==> src/rtl/wb_req_master.sv <==
// Wishbone B4 classic master: one outstanding single cycle at a time, gated by
// SDRAM init, with an ack timeout reported as an error response.
module wb_req_master #(
   parameter int unsigned AW          = 26,
   parameter int unsigned DW          = 32,
   parameter int unsigned TIMEOUT_CYC = 1024
) (
   input  logic            wb_clk_i,
   input  logic            wb_rst_i,
   input  logic            sdr_init_done,
   input  logic            req_valid,
   output logic            req_ready,
   input  logic            req_we,
   input  logic [AW-1:0]   req_addr,
   input  logic [DW-1:0]   req_wdata,
   input  logic [DW/8-1:0] req_sel,
   output logic            rsp_valid,
   input  logic            rsp_ready,
   output logic [DW-1:0]   rsp_rdata,
   output logic            rsp_err,
   output logic            wb_cyc_o,
   output logic            wb_stb_o,
   output logic            wb_we_o,
   output logic [AW-1:0]   wb_adr_o,
   output logic [DW-1:0]   wb_dat_o,
   output logic [DW/8-1:0] wb_sel_o,
   input  logic [DW-1:0]   wb_dat_i,
   input  logic            wb_ack_i,
   output logic            spurious_ack
);
   localparam int unsigned   SW       = DW / 8;
   localparam int unsigned   CW       = $clog2(TIMEOUT_CYC) + 1;
   localparam logic [CW-1:0] CNT_LAST = CW'(TIMEOUT_CYC - 1);

   typedef enum logic [1:0] {WAIT_INIT, IDLE, BUS, RESP} state_t;

   state_t          state, state_nxt;
   logic            init_meta, init_sync;
   logic [CW-1:0]   cnt, cnt_nxt;
   logic            cyc_nxt, we_nxt, rsp_valid_nxt, rsp_err_nxt, spur_nxt;
   logic [AW-1:0]   adr_nxt;
   logic [DW-1:0]   dat_nxt, rdata_nxt;
   logic [SW-1:0]   sel_nxt;

   assign wb_stb_o  = wb_cyc_o;
   assign req_ready = (state == IDLE) && init_sync;

   always_ff @(posedge wb_clk_i) begin
      if (wb_rst_i) begin
         state        <= WAIT_INIT;
         init_meta    <= 1'b0;
         init_sync    <= 1'b0;
         cnt          <= '0;
         wb_cyc_o     <= 1'b0;
         wb_we_o      <= 1'b0;
         wb_adr_o     <= '0;
         wb_dat_o     <= '0;
         wb_sel_o     <= '0;
         rsp_valid    <= 1'b0;
         rsp_rdata    <= '0;
         rsp_err      <= 1'b0;
         spurious_ack <= 1'b0;
      end else begin
         state        <= state_nxt;
         init_meta    <= sdr_init_done;
         init_sync    <= init_meta;
         cnt          <= cnt_nxt;
         wb_cyc_o     <= cyc_nxt;
         wb_we_o      <= we_nxt;
         wb_adr_o     <= adr_nxt;
         wb_dat_o     <= dat_nxt;
         wb_sel_o     <= sel_nxt;
         rsp_valid    <= rsp_valid_nxt;
         rsp_rdata    <= rdata_nxt;
         rsp_err      <= rsp_err_nxt;
         spurious_ack <= spur_nxt;
      end
   end

   always_comb begin
      state_nxt     = state;
      cnt_nxt       = cnt;
      cyc_nxt       = wb_cyc_o;
      we_nxt        = wb_we_o;
      adr_nxt       = wb_adr_o;
      dat_nxt       = wb_dat_o;
      sel_nxt       = wb_sel_o;
      rsp_valid_nxt = rsp_valid;
      rdata_nxt     = rsp_rdata;
      rsp_err_nxt   = rsp_err;
      spur_nxt      = wb_ack_i && (state != BUS);

      unique case (state)
         WAIT_INIT: begin
            if (init_sync) state_nxt = IDLE;
         end
         IDLE: begin
            if (!init_sync) begin
               state_nxt = WAIT_INIT;
            end else if (req_valid) begin
               we_nxt    = req_we;
               adr_nxt   = req_addr;
               dat_nxt   = req_wdata;
               sel_nxt   = req_sel;
               cyc_nxt   = 1'b1;
               cnt_nxt   = '0;
               state_nxt = BUS;
            end
         end
         BUS: begin
            // ack is tested first so it wins over a coincident timeout
            if (wb_ack_i) begin
               cyc_nxt       = 1'b0;
               rdata_nxt     = wb_we_o ? '0 : wb_dat_i;
               rsp_err_nxt   = 1'b0;
               rsp_valid_nxt = 1'b1;
               state_nxt     = RESP;
            end else if (cnt == CNT_LAST) begin
               cyc_nxt       = 1'b0;
               rdata_nxt     = '0;
               rsp_err_nxt   = 1'b1;
               rsp_valid_nxt = 1'b1;
               state_nxt     = RESP;
            end else begin
               cnt_nxt = cnt + CW'(1);
            end
         end
         RESP: begin
            if (rsp_ready) begin
               rsp_valid_nxt = 1'b0;
               state_nxt     = init_sync ? IDLE : WAIT_INIT;
            end
         end
         default: state_nxt = WAIT_INIT;
      endcase
   end
endmodule

==> config.mk <==
export PLATFORM = sky130hd
export DESIGN_NAME = wb_req_master
export DESIGN_NICKNAME = d
export VERILOG_FILES = /design/src/rtl/wb_req_master.sv
export SDC_FILE = /design/constraint.sdc
export NUM_CORES = 1
export LEC_CHECK = 0
export BUFFER_PORTS_ARGS = -buffer_cell sky130_fd_sc_hd__buf_2
export CORE_UTILIZATION = 50
export CTS_BUF_LIST = sky130_fd_sc_hd__clkbuf_8
export DETAILED_ROUTE_END_ITERATION = 10
export GPL_TIMING_DRIVEN = 0
export PLACE_DENSITY = 0.87
export SLEW_MARGIN = 0
export SYNTH_ARGS = -nofsm -noshare
export SYNTH_HDL_FRONTEND = slang
export SYNTH_SLANG_ARGS = --single-unit
==> constraint.sdc <==
create_clock -name wb_clk_i -period 2.95 [get_ports wb_clk_i]
set_input_delay 0.59 -clock wb_clk_i [delete_from_list [all_inputs] [get_ports wb_clk_i]]
set_output_delay 0.59 -clock wb_clk_i [all_outputs]
set_load 0.02 [all_outputs]
-- Word level (Yosys, flattened, before mapping)
Index checks and enable logic that the tools add are counted.
- flip-flop bits (word level): 114
- word-level logic and storage cells: 65
- add/sub/neg operators: 1
- eq/ne operators: 13
- multiplexer cells: 26
- reduce and logical (&&, ||, !) cells: 12
- operator list (cell ; number):
    two-way mux 32 bit ; 3
    two-way mux 11 bit ; 4
    case mux 11 bit (2 select lines) ; 1
    inequality test 2 bit, second input constant ; 7
    two-way mux 2 bit ; 6
    adder 11 x 1 -> 11 bit, second input constant ; 1
    == test 11 x 10 -> 1 bit, second input constant ; 1
    two-way mux 1 bit ; 9
    case mux 2 bit (4 select lines) ; 1
    AND reduction 4 bit ; 2
    inequality test 3 bit, second input constant ; 2
    AND reduction 3 bit ; 2
    nonzero test 2 bit ; 3
    AND reduction 5 bit ; 1
    == test 2 bit, second input constant ; 2
    case mux 1 bit (2 select lines) ; 2
    == test 2 x 1 -> 1 bit, second input constant ; 1
    logical AND 1 bit ; 2
    logical NOT 2 bit ; 1
    AND reduction 2 bit ; 1

-- Longest topological paths before layout
Gate-level depths: netlist of run 1.
- depth after elaboration: 4
- gate-level depth with buffers: 6

-- Worst setup path before layout of run 1
OpenSTA, ideal clock, no wires.
- path type: register to register
- start point: reg cnt[0]
- end point: reg rsp_rdata[16]
- data arrival time: 1523 ps
- setup slack: 1310 ps
- stages on the path, launching flop included: 7
- buffers on the path: 1
- cell sequence: dfxtp_1 ha_1 nand3_1 o31ai_2 a21oi_2 buf_6 a22o_1
- longest elaborated chain between the ends: 3
- RTL lines (what ; RTL line ; source):
    start: declaration ; 39 ; logic [CW-1:0] cnt, cnt_nxt;
    start signal: assignment ; 67 ; cnt <= cnt_nxt;
    == test 11 x 10 -> 1 bit ; 118 ; end else if (cnt == CNT_LAST) begin
    nonzero test 2 bit (no line) ; n/a ;
    AND reduction 2 bit (no line) ; n/a ;
    end signal: assignment ; 74 ; rsp_rdata <= rdata_nxt;
    end: declaration ; 19 ; output logic [DW-1:0] rsp_rdata,
No other way between the ends.
A chain may end at the register's enable or synchronous reset.

-- Worst setup path in the final report of run 1
- start point: reg cnt[0]
- end point: reg rsp_rdata[2]
The elaborated chain is that of the path after synthesis.

==> impl_metrics.env, run 1 <==
export IMPL_syn_cell_area_sq_um=4080
export IMPL_area_growth_synth_to_final_pct=36.6
export IMPL_syn_inst=449
export IMPL_cp_max_fo=10
export IMPL_synth_flop_cell="dfxtp_1"
export IMPL_p_switching_mw=0.661
export IMPL_initial_core_util_pct=52.3
export IMPL_synth_area_top_cells="dfxtp_1 (56%), nand2_1 (13%), a21oi_1 (8.7%)"
export IMPL_fin_skew_ns=0.00649
export IMPL_p_comb_share_pct=4.3
export IMPL_gp_congestion=0.813
export IMPL_num_vias=4044
export IMPL_clockRootBuffer="clkbuf_8"
export IMPL_final_setup_tns_ns=0
export IMPL_irDropWorstVdd_uv=380
export IMPL_drv_cap=0
export IMPL_critPathArrivalTime_ns=2.13
export IMPL_antenna_found_initial=1
export IMPL_grt_max_degree=17
export IMPL_crit_required_ns=3.24
export IMPL_synth_seq_cells=114
export IMPL_finalNetCount=770
export IMPL_dp_cells=751
export IMPL_setup_ws_ns=1.11
export IMPL_pre_cts_ws_ns=0.861
export IMPL_power_density_nw_per_um2=542
export IMPL_grt_ovfl_total=0
export IMPL_tightest_slew_ns=0.566
export IMPL_track_usage_pct=26.1
export IMPL_p_clk_share_pct=44.4
export IMPL_route_detailed_drc=0
export IMPL_synth_top_area_share_pct=55.9
export IMPL_insertion_delay_ns=0.40
export IMPL_relSlewSlack_pct=62.3
export IMPL_synth_yosys_seq_area_share_pct=55.9
export IMPL_synth_largest_area_cell="dfxtp_1"
export IMPL_status="finished clean"
export IMPL_synth_edf_count=0
export IMPL_cts_buffers=17
export IMPL_hold_viol_final=0
export IMPL_cts_max_level=4
export IMPL_min_period_over_period_pct=62.4
export IMPL_fillerInstances=619
export IMPL_ctsHoldBuffers=0
export IMPL_cp_start_kind="flip-flop"
export IMPL_grt_pass1_vias=3884
export IMPL_maxSlewViolCount=0
export IMPL_port_buffers=200
export IMPL_yosys_top_cells_count="nand2_1 (136), dfxtp_1 (114), a21oi_1 (71)"
export IMPL_ios=202
export IMPL_viasPerCell=5.18
export IMPL_critical_path_class="reg -> reg"
export IMPL_core_area_sq_um=7810
export IMPL_drive_gt1_share_pct=37.6
export IMPL_synth_most_common_cell="nand2_1"
export IMPL_leakage_nw=2.56
export IMPL_hold_path_class="in -> reg"
export IMPL_rsz0062_at_grt="no"
export IMPL_post_cts_setup_buffers=0
export IMPL_dr_pass1_iters=4
export IMPL_wl_per_cell_um=14.1
export IMPL_antennaDiodeCount=0
export IMPL_ys_types=46
export IMPL_p_sw_share_pct=21.9
export IMPL_finish_utilization_pct=71.4
export IMPL_clock_sinks=114
export IMPL_cts_max_path_buffers=2
export IMPL_fin_cells=781
export IMPL_ant_nets=0
export IMPL_p_int_mw=2.36
export IMPL_fin_crit_ns=1.84
export IMPL_setup_violations=0
export IMPL_pwr_share_seq_pct=51.2
export IMPL_synthArstFlopShare_pct=0
export IMPL_clkTransAtPathRegs_ns=0.06
export IMPL_routed_wl_um=11000
export IMPL_cp_end_kind="flip-flop"
export IMPL_cts_tree="built"
export IMPL_first_iter_violations=115
export IMPL_die_area_sq_um=8530
export IMPL_rows=32
export IMPL_die_h_um=92.4
export IMPL_yosysWarnings=0
export IMPL_avgSynthCellArea_sq_um=9.10
export IMPL_max_clock_freq_mhz=543
export IMPL_die_w_um=92.4
export IMPL_dpl_hpwl_um=8240
export IMPL_syn_nets=551
export IMPL_cts_resized_gates=0
export IMPL_grt_pass1_wl_um=17500
==> through the flow <==
step                      total power, mW  hold WS (ns)  cell area (sq um)
after floorplan                      1.63         0.414               4080
after global placement               1.71         0.426               5210
after detailed placement             1.71         0.435               5210
after CTS                            3.05         0.372               5580
after global routing                 3.14         0.362               5580
final                                3.02         0.396               5580
==> registers in the layout (all words and copies together) (netlist names), named ones only <==
| signal | cells |
|---|---|
| spurious_ack | 1 |
| rsp_valid | 1 |
| wb_cyc_o | 1 |
| wb_we_o | 1 |
| wb_adr_o | 26 |
| init_sync | 1 |
| wb_sel_o | 4 |
| state | 1 |
| rsp_rdata | 32 |
| cnt | 11 |
| wb_dat_o | 32 |
| rsp_err | 1 |
| init_meta | 1 |
==> layout by cell type, fill, tap and decap left out, types with 3 or more instances in the layout <==
cell type	synthesis	routed
nor2_1	10	10
a21oi_1	71	71
or3_1	3	3
buf_6	4	4
nand3_1	5	5
nand2_1	136	136
o21ai_0	4	4
clkbuf_8	0	18
clkbuf_1	11	11
dfxtp_1	114	114
clkinvlp_4	0	3
a22o_1	32	32
buf_2	13	213
clkinv_2	0	7
==> final timing paths <==
| check | endpoint | cells after the start | startpoint | slack, ns |
|---|---|---|---|---|
| min reg2reg | init_sync | 1 | init_meta | 0.45 |
| min | rsp_rdata[19] | 2 | wb_dat_i[19] | 0.40 |
| max reg2reg | rsp_rdata[2] | 6 | cnt[0] | 1.11 |
| max | rsp_rdata[2] | 6 | cnt[0] | 1.11 |
==> area by class of cell <==
cell class              count  area, sq um  area share, %
plain buffers              32          174           3.12
clock buffers              18          248           4.44
clock inverters            12          118           2.11
inverters                   1         3.75         0.0673
multi-input cells         302         1620           29.1
flip-flops and latches    114         2280           40.9
well taps                 102          128           2.29
repair buffers            200         1000           17.9
==> layer usage <==
layer | vias to the layer above | global-route usage [%] | part of all wire, %
li1 | 1986 | - | -
met1 | 1874 | 26.9 | 39
met5 | - | 0 | 0.082
met2 | 172 | 46.8 | 50
met4 | 2 | 8.46 | 1.1
met3 | 10 | 11.7 | 9.4
==> worst max-delay path: stages (launching register included) <==
cell,delay (ns)
dfxtp_1,0.42
ha_1,0.22
nand3_1,0.22
o31ai_2,0.30
a21oi_2,0.16
buf_6,0.18
a22o_1,0.24
==> logic make-up after synthesis <==
family	count (synthesis)	share of synthesized area [%]
buffers and inverters	33	4.35
XOR/XNOR	2	0.429
multiplexers	1	0.245
flip-flops	114	55.9
AND/OR/NAND/NOR	178	19.8
AO/OA/AOI/OAI	120	19.0
adder cells (fa/ha/maj)	1	0.306
==> power by group through the flow <==
stage	clock network (mW)	registers, mW	logic [mW]
6_report	1.34	1.55	0.130
4_1_cts	1.37	1.55	0.131
2_1_floorplan	0	1.59	0.0405
3_3_place_gp	0	1.58	0.127
5_1_grt	1.45	1.55	0.142
3_5_place_dp	0	1.58	0.130
Power figures use the tool's default switching activity.
==> inputs of run 2 (changes only) <==
Settings changed: CORE_UTILIZATION 50 to 47, PLACE_DENSITY 0.87 to 0.83.
Clock period 2.95 ns to 1.7 ns, I/O delays scaled along.
==> run 2 against run 1 <==
Net effect: power up 75%; register-to-register slack lost 1.1 ns; worst hold slack worse by 0.25 ns; first-iteration DRC count up 25%; flip-flop and latch count is the same; non-clock buffer count is 3 higher; critical endpoint is now rsp_rdata[5]; sequential share of layout area shrank 0.54 points; setup slack got worse by 1.1 ns.
==> impl_metrics.env, run 2 (synthesis gave the netlist of run 1 again) <==
export IMPL_cts_tree="built"
export IMPL_dr_pass1_iters=4
export IMPL_fin_crit_ns=1.66
export IMPL_status="finished clean"
export IMPL_track_usage_pct=23.9
export IMPL_cp_end_kind="flip-flop"
export IMPL_drv_cap=0
export IMPL_die_h_um=95.2
export IMPL_cts_max_path_buffers=2
export IMPL_dpl_hpwl_um=8130
export IMPL_hold_viol_final=0
export IMPL_critical_path_class="reg -> reg"
export IMPL_wl_per_cell_um=14.1
export IMPL_dp_cells=754
export IMPL_pre_cts_ws_ns=-0.138
export IMPL_finalNetCount=773
export IMPL_clock_sinks=114
export IMPL_ctsHoldBuffers=0
export IMPL_crit_required_ns=1.98
export IMPL_grt_max_degree=17
export IMPL_fillerInstances=706
export IMPL_critPathArrivalTime_ns=1.94
export IMPL_routed_wl_um=11100
export IMPL_fin_skew_ns=0.0145
export IMPL_die_w_um=95.2
export IMPL_route_detailed_drc=0
export IMPL_initial_core_util_pct=49.2
export IMPL_num_vias=3987
export IMPL_final_cell_mix="buf_2 (213), nand2_1 (136), dfxtp_1 (110)"
export IMPL_core_area_sq_um=8300
export IMPL_relSlewSlack_pct=60.9
export IMPL_ios=202
export IMPL_cp_max_fo=10
export IMPL_total_power_mw=5.29
export IMPL_die_area_sq_um=9070
export IMPL_viasPerCell=5.06
export IMPL_grt_pass1_wl_um=16700
export IMPL_drive_gt1_share_pct=39.1
export IMPL_r2r_slack_ns=0.04
export IMPL_clkTransAtPathRegs_ns=0.07
export IMPL_power_density_nw_per_um2=933
export IMPL_hold_path_class="in -> reg"
export IMPL_cts_buffers=17
export IMPL_grt_ovfl_total=0
export IMPL_ff_latch_area_sq_um=2290
export IMPL_gp_congestion=0.805
export IMPL_final_setup_tns_ns=0
export IMPL_fin_cells=788
export IMPL_min_period_over_period_pct=97.9
export IMPL_antennaDiodeCount=0
export IMPL_clockRootBuffer="clkbuf_8"
export IMPL_tightest_slew_ns=0.586
export IMPL_port_buffers=200
export IMPL_maxSlewViolCount=0
export IMPL_area_growth_synth_to_final_pct=38.9
export IMPL_mostFrequentLayoutCell="buf_2"
export IMPL_ant_nets=0
export IMPL_cts_max_level=4
export IMPL_leakage_nw=2.57
export IMPL_setup_violations=0
export IMPL_top_regs="rsp_rdata (32), wb_dat_o (32), wb_adr_o (26)"
export IMPL_multi_input_area_sq_um=1670
export IMPL_setup_ws_ns=0.0355
export IMPL_antenna_found_initial=0
export IMPL_cp_start_kind="flip-flop"
export IMPL_irDropWorstVdd_uv=534
export IMPL_first_iter_violations=144
export IMPL_insertion_delay_ns=0.40
export IMPL_rows=33
export IMPL_max_clock_freq_mhz=601
export IMPL_grt_pass1_vias=3818
## run 2: cell count changes in the layout (fill, tap and decap cells not counted), moves of 2 or more
cell,before,now
inv_6,0,2
buf_4,2,5
clkinvlp_4,3,6
clkinv_2,7,3
dfxtp_1,114,110
dfxtp_2,0,3
## run 2: routing by layer
metal | GRT usage (%) | vias up | wire length (um)
met3 | 8.37 | 12 | 1060
met1 | 25.5 | 1817 | 4430
met5 | 0 | - | 0
met2 | 41.9 | 172 | 5490
met4 | 11.6 | 0 | 167
li1 | - | 1986 | -
## run 2: area by class of cell
class	count	area share, %
well taps	105	2.32
plain buffers	32	3.09
inverters	1	0.0662
clock buffers	17	4.13
flip-flops and latches	114	40.4
repair buffers	203	18.0
clock inverters	14	2.49
multi-input cells	302	29.5
## run 2: worst max-delay path: stages, from the launching register on
cell and delay, ns:
dfxtp_2 0.39, ha_4 0.17, nand3_4 0.12, o31ai_4 0.31, a21oi_4 0.13, buf_6 0.17, a22o_1 0.25
## run 2: final timing paths
check,start,to,depth (start not counted)
max,cnt[1],rsp_rdata[5],6
min,wb_dat_i[28],rsp_rdata[28],2
max reg2reg,cnt[1],rsp_rdata[5],6
min reg2reg,cnt[10],cnt[10],2
## run 2: what timing repair did
action,in CTS,in global routing
gates resized for setup,6,9
setup endpoints to repair,33,87
pin swaps,1,2
buffers inserted,1,2
## run 2: power by group
part           internal (mW)  total (mW)  switching [mW]
combinational          0.111       0.229           0.118
clock                   1.29        2.38            1.09
sequential              2.68        2.68         0.00521
total                   4.08        5.29            1.21
## run 2: metrics by stage
step / util, % / cell area, sq um / hold WS, ns
floorplan: - / 4080 / 0.414
global placement: 62.9 / 5220 / 0.416
detailed placement: 62.9 / 5220 / 0.436
CTS: 67.8 / 5630 / 0.116
global route: 68.3 / 5670 / 0.123
finish: 68.3 / 5670 / 0.147
==> inputs of run 3 (changes only) <==
Settings changed: CORE_ASPECT_RATIO set to 2.
==> run 3 against run 2 <==
Net effect: first-iteration DRC count is 4.2% higher; sequential power hardly changed; setup slack better by 0.014 ns; critical endpoint is now cnt[7]; clock power is 12% higher.
==> impl_metrics.env, run 3 (synthesis gave the netlist of run 1 again) <==
export IMPL_antennaDiodeCount=0
export IMPL_area_growth_synth_to_final_pct=40.1
export IMPL_grt_pass1_wl_um=16900
export IMPL_crit_path_max_incr_delay_ns=0.48
export IMPL_final_cell_mix="buf_2 (213), nand2_1 (136), dfxtp_1 (110)"
export IMPL_min_period_over_period_pct=97.1
export IMPL_track_usage_pct=24.4
export IMPL_dp_cells=747
export IMPL_clock_sinks=114
export IMPL_port_buffers=200
export IMPL_initial_core_util_pct=48.9
export IMPL_top_regs="rsp_rdata (32), wb_dat_o (32), wb_adr_o (26)"
export IMPL_irDropWorstVdd_uv=839
export IMPL_route_detailed_drc=0
export IMPL_maxSlewViolCount=0
export IMPL_setup_violations=0
export IMPL_dr_pass1_iters=5
export IMPL_fin_crit_ns=1.65
export IMPL_tightest_slew_ns=0.545
export IMPL_wl_per_cell_um=14.1
export IMPL_finalNetCount=773
export IMPL_status="finished clean"
export IMPL_clkTransAtPathRegs_ns=0.07
export IMPL_routed_wl_um=11100
export IMPL_critPathBufInv=2
export IMPL_drive_gt1_share_pct=39.6
export IMPL_grt_ovfl_total=0
export IMPL_cts_buffers=17
export IMPL_first_iter_violations=150
export IMPL_ctsHoldBuffers=0
export IMPL_hold_viol_final=0
export IMPL_viasPerCell=5.21
export IMPL_hold_path_class="in -> reg"
export IMPL_relSlewSlack_pct=63.7
export IMPL_pre_cts_ws_ns=-0.141
export IMPL_crit_required_ns=2.06
export IMPL_drv_cap=0
export IMPL_ant_nets=0
export IMPL_setup_ws_ns=0.0494
export IMPL_place_area_sq_um=5210
export IMPL_critical_path_class="reg -> reg"
export IMPL_grt_max_degree=17
export IMPL_die_area_sq_um=9090
export IMPL_cts_max_level=4
export IMPL_antenna_found_initial=0
export IMPL_stdcell_area_sq_um=5720
export IMPL_critPathArrivalTime_ns=2.01
export IMPL_core_area_sq_um=8350
export IMPL_rows=47
export IMPL_clockRootBuffer="clkbuf_8"
export IMPL_fin_skew_ns=0.00790
export IMPL_insertion_delay_ns=0.43
export IMPL_dpl_hpwl_um=8290
export IMPL_mostFrequentLayoutCell="buf_2"
export IMPL_power_density_nw_per_um2=974
export IMPL_die_h_um=134
export IMPL_ios=202
export IMPL_cp_start_kind="flip-flop"
export IMPL_grt_pass1_vias=4014
export IMPL_critPathSlowestCell="or4_4"
export IMPL_num_vias=4075
export IMPL_crit_chain="buf_6, nor3b_4, o31ai_4, buf_4, or4_4, a21oi_2"
export IMPL_leakage_nw=2.60
export IMPL_fin_cells=782
export IMPL_cp_max_fo=10
export IMPL_max_clock_freq_mhz=606
export IMPL_crit_family="simple AND/OR/NAND/NOR gates"
export IMPL_cp_end_kind="flip-flop"
export IMPL_die_w_um=67.9
export IMPL_cts_max_path_buffers=2
export IMPL_gp_congestion=0.813
export IMPL_cts_tree="built"
==> run 3: repair_timing <==
action	4_1_cts	5_1_grt
gates resized for setup	7	9
pin swaps	0	5
endpoints found under the hold margin	0	0
setup endpoints to repair	39	36
setup buffers	0	3
==> run 3: layer usage <==
metal	global-route usage, %	up-vias	part of all wire [%]
met5	0	-	0
met3	8.42	32	7.7
met2	46.6	203	55
met1	20.8	1845	34
met4	11.8	0	2.9
li1	-	1995	-
==> run 3: final timing paths <==
kind	slack, ns	startpoint	end	cells after the start
setup / recovery	0.05	flip-flop	cnt[7]	6
hold / removal	0.12	wb_dat_i[3]	rsp_rdata[3]	2
setup reg to reg	0.05	flip-flop	cnt[7]	6
hold reg to reg	0.45	init_meta	init_sync	1
==> run 3: through the flow <==
stage | util, % | TNS (ns) | hold WS [ns] | power (mW)
final | 68.5 | 0 | 0.123 | 5.57
after global routing | 68.5 | -0.0223 | 0.109 | 5.77
after CTS | 67.8 | 0 | 0.0933 | 5.64
after detailed placement | 62.4 | -5.10 | 0.436 | 2.97
after global placement | 62.4 | -3.26 | 0.430 | 2.96
after floorplan | - | 0 | 0.414 | 2.82
==> run 3: cell type report <==
| class | instances | area [sq um] |
|---|---|---|
| fill | 718 | 2630 |
| sequential | 114 | 2290 |
| multi-input combinational | 302 | 1680 |
| timing repair buffer | 203 | 1020 |
| clock buffer | 18 | 248 |
| buffer | 32 | 179 |
| clock inverter | 14 | 176 |
| tap | 98 | 123 |
| inverter | 1 | 3.75 |
==> run 3: where the power goes <==
part	switching, mW	internal, mW
Combinational	0.115	0.111
Clock	1.15	1.51
Sequential	0.00580	2.68
